--- config.mk ---
export PLATFORM = sky130hd
export DESIGN_NAME = arcsin_lut_arbiter
export DESIGN_NICKNAME = d
export VERILOG_FILES = /design/src/rtl/arcsin_arb_pkg.sv /design/src/rtl/arcsin_tag_pipe.sv /design/src/rtl/arcsin_lut_arbiter.sv
export SDC_FILE = /design/constraint.sdc
export NUM_CORES = 1
export LEC_CHECK = 0
export CORE_AREA = 3 3 89 91
export DETAILED_ROUTE_END_ITERATION = 10
export DIE_AREA = 0 0 92 94
export PLACE_DENSITY = 0.75
export SLEW_MARGIN = 15
export SYNTH_ARGS = -nofsm -noshare
export SYNTH_HDL_FRONTEND = slang
export SYNTH_HIERARCHICAL = 1
export SYNTH_SLANG_ARGS = --single-unit
export TNS_END_PERCENT = 20
--- constraint.sdc ---
create_clock -name clk -period 1.1 [get_ports clk]
set_input_delay 0.11 -clock clk [delete_from_list [all_inputs] [get_ports clk]]
set_output_delay 0.11 -clock clk [all_outputs]
set_load 0.005 [all_outputs]
--- src/rtl/arcsin_arb_pkg.sv ---
// Shared types and defaults for the two-requester arcsin LUT arbiter.
// Tag ids identify which requester a lookup result belongs to.
package arcsin_arb_pkg;

    localparam int IN_WIDTH_DEF    = 12;
    localparam int OUT_WIDTH_DEF   = 16;
    localparam int LUT_LATENCY_DEF = 1;

    localparam logic TAG_A = 1'b0;
    localparam logic TAG_B = 1'b1;

    typedef struct packed {
        logic valid;
        logic id;
    } tag_t;

    function automatic logic [15:0] sat_inc16(input logic [15:0] v);
        return (v == 16'hFFFF) ? v : v + 16'd1;
    endfunction

endpackage

--- src/rtl/arcsin_tag_pipe.sv ---
// Fixed-depth shift register of {valid, id} tags that tracks lookups through the LUT.
// Advances every cycle; a synchronous reset drops all in-flight tags.
module arcsin_tag_pipe
    import arcsin_arb_pkg::*;
#(
    parameter int DEPTH = 1
) (
    input  logic clk,
    input  logic rst,
    input  tag_t tag_i,
    output tag_t tag_o
);

    tag_t pipe_q [DEPTH];

    // Shift tags one stage per cycle.
    always_ff @(posedge clk) begin
        if (rst) begin
            for (int i = 0; i < DEPTH; i++) begin
                pipe_q[i] <= '0;
            end
        end else begin
            pipe_q[0] <= tag_i;
            for (int i = 1; i < DEPTH; i++) begin
                pipe_q[i] <= pipe_q[i-1];
            end
        end
    end

    assign tag_o = pipe_q[DEPTH-1];

endmodule

--- src/rtl/arcsin_lut_arbiter.sv ---
// Round-robin sharing of one registered arcsin LUT between requesters A and B.
// Optional ARCSIN_ARB_STATS_EN adds an orphan-result flag and per-requester stall counters.
module arcsin_lut_arbiter
    import arcsin_arb_pkg::*;
#(
    parameter int IN_WIDTH    = IN_WIDTH_DEF,
    parameter int OUT_WIDTH   = OUT_WIDTH_DEF,
    parameter int LUT_LATENCY = LUT_LATENCY_DEF
) (
    input  logic                 clk,
    input  logic                 rst,
    input  logic [IN_WIDTH-1:0]  a_din,
    input  logic                 a_valid,
    output logic                 a_ready,
    input  logic [IN_WIDTH-1:0]  b_din,
    input  logic                 b_valid,
    output logic                 b_ready,
    output logic [IN_WIDTH-1:0]  lut_din,
    output logic                 lut_din_valid,
    input  logic [OUT_WIDTH-1:0] lut_dout,
    input  logic                 lut_dout_valid,
    output logic [OUT_WIDTH-1:0] a_dout,
    output logic                 a_dout_valid,
    output logic [OUT_WIDTH-1:0] b_dout,
    output logic                 b_dout_valid
`ifdef ARCSIN_ARB_STATS_EN
    ,
    output logic                 err_orphan,
    output logic [15:0]          stall_cnt_a,
    output logic [15:0]          stall_cnt_b
`endif
);

    logic [IN_WIDTH-1:0]  hold_a_q, hold_a_d, hold_b_q, hold_b_d;
    logic                 hold_a_full_q, hold_a_full_d, hold_b_full_q, hold_b_full_d;
    logic                 last_grant_q, last_grant_d;
    logic [IN_WIDTH-1:0]  lut_din_q, lut_din_d;
    logic                 lut_din_valid_q, lut_din_valid_d;
    logic                 issue_tag_q, issue_tag_d;
    logic [OUT_WIDTH-1:0] a_dout_q, a_dout_d, b_dout_q, b_dout_d;
    logic                 a_dout_valid_q, a_dout_valid_d, b_dout_valid_q, b_dout_valid_d;
    logic                 grant_a_s, grant_b_s;
    tag_t                 tag_in_s, tag_out_s;

    // Round-robin grant from the registered hold state.
    always_comb begin
        grant_a_s = 1'b0;
        grant_b_s = 1'b0;
        if (hold_a_full_q && hold_b_full_q) begin
            if (last_grant_q == TAG_B) begin
                grant_a_s = 1'b1;
            end else begin
                grant_b_s = 1'b1;
            end
        end else if (hold_a_full_q) begin
            grant_a_s = 1'b1;
        end else if (hold_b_full_q) begin
            grant_b_s = 1'b1;
        end else begin
            grant_a_s = 1'b0;
            grant_b_s = 1'b0;
        end
    end

    assign a_ready = ~hold_a_full_q | grant_a_s;
    assign b_ready = ~hold_b_full_q | grant_b_s;

    // Hold refill/drain and lookup issue; a granted hold may refill in the same cycle.
    always_comb begin
        hold_a_d        = hold_a_q;
        hold_a_full_d   = hold_a_full_q;
        hold_b_d        = hold_b_q;
        hold_b_full_d   = hold_b_full_q;
        last_grant_d    = last_grant_q;
        lut_din_d       = lut_din_q;
        issue_tag_d     = issue_tag_q;
        lut_din_valid_d = grant_a_s | grant_b_s;

        if (a_valid && a_ready) begin
            hold_a_d      = a_din;
            hold_a_full_d = 1'b1;
        end else if (grant_a_s) begin
            hold_a_full_d = 1'b0;
        end else begin
            hold_a_full_d = hold_a_full_q;
        end

        if (b_valid && b_ready) begin
            hold_b_d      = b_din;
            hold_b_full_d = 1'b1;
        end else if (grant_b_s) begin
            hold_b_full_d = 1'b0;
        end else begin
            hold_b_full_d = hold_b_full_q;
        end

        if (grant_a_s) begin
            lut_din_d    = hold_a_q;
            issue_tag_d  = TAG_A;
            last_grant_d = TAG_A;
        end else if (grant_b_s) begin
            lut_din_d    = hold_b_q;
            issue_tag_d  = TAG_B;
            last_grant_d = TAG_B;
        end else begin
            lut_din_d    = lut_din_q;
            issue_tag_d  = issue_tag_q;
            last_grant_d = last_grant_q;
        end
    end

    assign tag_in_s = '{valid: lut_din_valid_q, id: issue_tag_q};

    arcsin_tag_pipe #(
        .DEPTH (LUT_LATENCY)
    ) u_tag_pipe (
        .clk   (clk),
        .rst   (rst),
        .tag_i (tag_in_s),
        .tag_o (tag_out_s)
    );

    // Route LUT results to their owner; untagged results are dropped.
    always_comb begin
        a_dout_d       = a_dout_q;
        b_dout_d       = b_dout_q;
        a_dout_valid_d = 1'b0;
        b_dout_valid_d = 1'b0;
        if (lut_dout_valid && tag_out_s.valid) begin
            if (tag_out_s.id == TAG_A) begin
                a_dout_d       = lut_dout;
                a_dout_valid_d = 1'b1;
            end else begin
                b_dout_d       = lut_dout;
                b_dout_valid_d = 1'b1;
            end
        end else begin
            a_dout_valid_d = 1'b0;
            b_dout_valid_d = 1'b0;
        end
    end

    // State registers; B is marked last so A wins the first tie.
    always_ff @(posedge clk) begin
        if (rst) begin
            hold_a_q        <= '0;
            hold_a_full_q   <= 1'b0;
            hold_b_q        <= '0;
            hold_b_full_q   <= 1'b0;
            last_grant_q    <= TAG_B;
            lut_din_q       <= '0;
            lut_din_valid_q <= 1'b0;
            issue_tag_q     <= TAG_A;
            a_dout_q        <= '0;
            a_dout_valid_q  <= 1'b0;
            b_dout_q        <= '0;
            b_dout_valid_q  <= 1'b0;
        end else begin
            hold_a_q        <= hold_a_d;
            hold_a_full_q   <= hold_a_full_d;
            hold_b_q        <= hold_b_d;
            hold_b_full_q   <= hold_b_full_d;
            last_grant_q    <= last_grant_d;
            lut_din_q       <= lut_din_d;
            lut_din_valid_q <= lut_din_valid_d;
            issue_tag_q     <= issue_tag_d;
            a_dout_q        <= a_dout_d;
            a_dout_valid_q  <= a_dout_valid_d;
            b_dout_q        <= b_dout_d;
            b_dout_valid_q  <= b_dout_valid_d;
        end
    end

    assign lut_din       = lut_din_q;
    assign lut_din_valid = lut_din_valid_q;
    assign a_dout        = a_dout_q;
    assign a_dout_valid  = a_dout_valid_q;
    assign b_dout        = b_dout_q;
    assign b_dout_valid  = b_dout_valid_q;

`ifdef ARCSIN_ARB_STATS_EN
    logic        err_orphan_q;
    logic [15:0] stall_cnt_a_q, stall_cnt_b_q;

    // Sticky orphan flag and saturating counts of full-but-not-granted cycles.
    always_ff @(posedge clk) begin
        if (rst) begin
            err_orphan_q  <= 1'b0;
            stall_cnt_a_q <= 16'd0;
            stall_cnt_b_q <= 16'd0;
        end else begin
            if (lut_dout_valid && !tag_out_s.valid) begin
                err_orphan_q <= 1'b1;
            end
            if (hold_a_full_q && !grant_a_s) begin
                stall_cnt_a_q <= sat_inc16(stall_cnt_a_q);
            end
            if (hold_b_full_q && !grant_b_s) begin
                stall_cnt_b_q <= sat_inc16(stall_cnt_b_q);
            end
        end
    end

    assign err_orphan  = err_orphan_q;
    assign stall_cnt_a = stall_cnt_a_q;
    assign stall_cnt_b = stall_cnt_b_q;
`endif

endmodule

# Word-level counts from Yosys, hierarchy flattened
# Memories as Yosys holds them, arrays and structs flattened.
# Cells that the tools add are included.
# op_classes
n_mux	22
bitwise	7
n_reduce_logical	12
# op_table
op	n
two-way mux 12 bit	2
two-way mux 1 bit	19
nonzero test 2 bit	3
OR reduction 2 bit	3
logical AND 1 bit	4
inverter 1 bit	4
AND reduction 2 bit	2
OR 1 bit	3
two-way mux 2 bit	1
# word_totals
reg_bits	75
mem_bits_rw	2
inputBits	45
word_cells	54
mem_count	1
# memory_table
memory	depth	width	read_ports	rd_ports_with_merged_regs	write_ports	line	source
u_tag_pipe.pipe_q	1	2	1	0	1	arcsin_tag_pipe.sv:14	tag_t pipe_q [DEPTH];

# Logic depth before layout (Yosys ltp)
# logic_depth
depth_word	6
depth_mapped	5
depth_no_buf	3

# Cells and area by module
# The synthesis kept the hierarchy.
# by_module_without_submodules
module	instances	cells_per_inst	area_each_um2	seq_area_each_um2
arcsin_lut_arbiter	1	318	2851.5	1501.4
arcsin_tag_pipe	1	4	52.6	40.0

# Worst setup path before layout
# Ideal clock, no wire load.
# synth_timing
kind	register to register
from	reg hold_b_full_q
to	reg lut_din_q[0], in the netlist lut_din[0]
setup_time_ps	122
t_arrival_ps	1080
t_required_ps	978
path_slack_ps	-102
path_stages_with_launch	5
n_path_buf	1
period_less_slack_ps	1202
path_cell_list	dfxtp_1 nor2b_1 nor3b_2 buf_2 a221o_1
# synth_via
elab_chain_cells	4
word_cells_on_any_way	7
cone_classes	mux: 5; reduce/logical: 2
# synth_lines
element	line	source
start: declaration	arcsin_lut_arbiter.sv:35	logic hold_a_full_q, hold_a_full_d, hold_b_full_q, hold_b_full_d;
start signal: assignment	arcsin_lut_arbiter.sv:162	hold_b_full_q <= hold_b_full_d;
two-way mux 1 bit	arcsin_lut_arbiter.sv:57	end else if (hold_b_full_q) begin
two-way mux 1 bit	arcsin_lut_arbiter.sv:55	end else if (hold_a_full_q) begin
two-way mux 1 bit	arcsin_lut_arbiter.sv:49	if (hold_a_full_q && hold_b_full_q) begin
nonzero test 2 bit (no source line)	--	
end signal: assignment	arcsin_lut_arbiter.sv:164	lut_din_q <= lut_din_d;
end: declaration	arcsin_lut_arbiter.sv:37	logic [IN_WIDTH-1:0] lut_din_q, lut_din_d;
# Several ways; a longest one is shown, not always the timed one.
# A chain may end at the register's enable or synchronous reset.

# Worst setup path after layout
# layout_timing
from	reg hold_b_full_q
to	reg lut_din_q[10], in the netlist lut_din[10]
# The elaborated chain is that of the path after synthesis.

==> flow_metrics.tcl <==
set metrics [dict create \
    path_common_cell "buf_6" \
    fin_ws_ns -0.177 \
    final_area_sq_um 4420 \
    p_switching_mw 1.34 \
    clock_latency_ns 0.35 \
    leakage_nw 1.83 \
    final-hold-violation-count 0 \
    p_int_mw 4.66 \
    io_pins 94 \
    synthCells 322 \
    start_util 0.403 \
    cts.clk_slew.worst_paths_ns 0.08 \
    ys_top_cells_by_area "dfxtp_1 53%, nand2_1 8.4%, nand4b_1 7.2%, a21oi_1 6.0%, nand2b_1 5.6%" \
    status "finished with violations" \
    post-route-period-util 1.16 \
    worst_hold_path_type "input pin to flop" \
    grt_pass1_vias 2614 \
    fp.coreArea_sq_um 7210 \
    multi_input_area_sq_um 1340 \
    grt_max_degree 91 \
    synthesis.nets 367 \
    r2r_cells 5 \
    ys_ff_latch 77 \
    post-route-min-period_ns 1.28 \
    cts_tree "yes" \
    slowest_delay_ns 0.35 \
    htree_levels 3 \
    final-instance-count-excl-fill 532 \
    final_common_cell "nand2_1" \
    syn_to_final_growth_pct 52.3 \
    path_buf_inv 2 \
    drtIter0Drc 165 \
    die-area_sq_um 8650 \
    cp_max_fo 6 \
    vias 2674 \
    ir_drop_mv 0.680 \
    pwr-share-comb 0.107 \
    drv_slew 0 \
    failed_checks "negative setup slack" \
    syn_area_per_cell_sq_um 9.02 \
    p_seq_frac 0.493 \
    die_x_um 92 \
    clkPwrFrac 0.400 \
    max_cap_violations 0 \
    crit_cells 5 \
    crit_family "flip-flops" \
    crit_chain "buf_6 > nor2b_4 > nor3b_4 > buf_6 > a221o_1" \
    holdPathStages 3 \
    ys_seq_area_frac 0.531 \
    worst_slew_margin_rel 0.778 \
    r2r_setup_slack_ns -0.18 \
    first_pass_iters 4 \
    grt_usage 0.195 \
    cp-end-kind "flop" \
    synth_top_area_cell "dfxtp_1" \
    cpMaxStageDelayCell "dfxtp_4" \
    io_buffers 93 \
    cts_hold_buf 0 \
    p_sw_frac 0.224 \
    die_h_um 94 \
    required_ns 1.34 \
    grt_overflow 0 \
    clock_sinks 77 \
    dpl-instance-area_sq_um 4040 \
    final_antenna_net_count 0 \
    finalWirelength_mm 8.47 \
    fin_skew_ns 0.00757 \
    vias_per_cell 5.03 \
    cts_made_buffers 9 \
    layout-drive-gt1-share 0.189 \
    ys_warn_count 6 \
    yosysUniqueCellTypes 26 \
    clock_path_buffers 2 \
    globalplace.congestion 0.775 \
    final_nets 474 \
    regArea_sq_um 1570 \
    antenna_found_initial 0 \
    synth_top_cell_area_share 0.531 \
    fmax_mhz 783 \
    cp_data_arrival_time_ns 1.51 \
    worst_pin_slew_ns 0.333 \
    grt_setup_unrepaired "yes" \
    start_kind "flop" \
    netlist_area_sq_um 2900 \
    powerDensity_nw_per_um2 1360 \
    dpl.hpwl_mm 5.48 \
    rows 31 \
    finalSetupViolCount 22 \
    fillers 629 \
    antenna_cells 0 \
    clockRootBuffer "clkbuf_8" \
    final_cell_mix "65 x nand2_1, 57 x dfxtp_1, 43 x clkdlybuf4s50_1, 43 x dlygate4sd2_1, 35 x a21oi_1" \
    wl_per_cell_um 15.9 \
    grt_pass1_wl_mm 13.0 \
    place_inst 508 \
    worstSetupPathType "flop to flop" \
    post-route-drc-count 0 \
]
sequential cells by signal, summed over array words and instances (netlist names):
register / count
last_grant_q: 1
issue_tag_q: 1
hold_b_q: 12
a_dout_valid: 1
lut_din: 12
a_dout: 16
b_dout: 16
u_tag_pipe/pipe_q: 2
hold_a_full_q: 1
b_dout_valid: 1
hold_a_q: 12
lut_din_valid: 1
hold_b_full_q: 1
metal layers:
metal  up-vias  wire, um  part of all wire  track usage
met3        20       349             0.041       0.0304
met5         -         0                 0            0
li1       1324         -                 -            -
met2        78      4250              0.50        0.325
met1      1252      3590              0.42        0.242
met4         0       282             0.033        0.103
logic make-up after synthesis:
| kind of cell | count (synthesis) | synth area share |
|---|---|---|
| compound gates | 73 | 0.148 |
| simple gates | 145 | 0.279 |
| flops | 77 | 0.531 |
| buf+inv | 27 | 0.0418 |
worst paths after layout:
kind,start,endpoint
worst max register to register,hold_b_full_q$_SDFFE_PP0P_,lut_din[10]$_SDFFE_PP0P_
worst min register to register,a_dout[6]$_SDFFE_PP0P_,a_dout[6]$_SDFFE_PP0P_
worst min-delay path,lut_dout[7],a_dout[7]$_SDFFE_PP0P_
worst max-delay path,hold_b_full_q$_SDFFE_PP0P_,lut_din[10]$_SDFFE_PP0P_
worst register-to-register path, cell delays in order (launching register included):
cell	delay [ns]
dfxtp_4	0.35
buf_6	0.13
nor2b_4	0.18
nor3b_4	0.07
buf_6	0.13
a221o_1	0.30
Yosys cell counts (all sizes together):
library cell / count
a21bo: 1
a21oi: 35
a221o: 12
and2: 14
and3: 1
and3b: 1
buf: 13
clkbuf: 12
dfxtp: 77
inv: 2
nand2: 65
nand2b: 26
nand3: 2
nand3b: 2
nand4b: 24
nor2: 5
nor2b: 3
nor3: 1
nor3b: 1
o21ai: 25
power groups by stage:
stage / clock, mW / combinational, mW / sequential [mW]
floorplan: 0 / 0.231 / 3.00
global route: 2.56 / 0.688 / 2.97
detailed placement: 0 / 0.568 / 3.02
global placement: 0 / 0.558 / 3.02
finish: 2.40 / 0.640 / 2.96
CTS: 2.42 / 0.595 / 2.95
repair_timing:
item / CTS / global route
gates resized for setup: 88 / 18
buffers inserted: 9 / 1
pin swaps: 4 / 11
endpoints found under the setup margin: 85 / 42
cloned: 0 / 1
per-stage QoR:
step	power (mW)	util	setup TNS, ns	hold slack, ns	worst slack (ns)
after global placement	3.57	0.560	-11.67	0.442	-0.404
after CTS	5.97	0.603	-2.16	0.323	-0.214
final	6.00	0.613	-2.49	0.332	-0.177
after global routing	6.22	0.613	-3.38	0.331	-0.197
after floorplan	3.24	-	-0.288	0.182	-0.0288
after detailed placement	3.59	0.560	-13.51	0.446	-0.467
layout make-up:
class	instances	share of cell area
Tap cell	99	0.0280
Clock inverter	4	0.0158
Clock buffer	11	0.0345
Timing Repair Buffer	120	0.262
Multi-Input combinational cell	219	0.303
Sequential cell	77	0.355
Inverter	2	0.00170
Power figures use the tool's default switching activity.
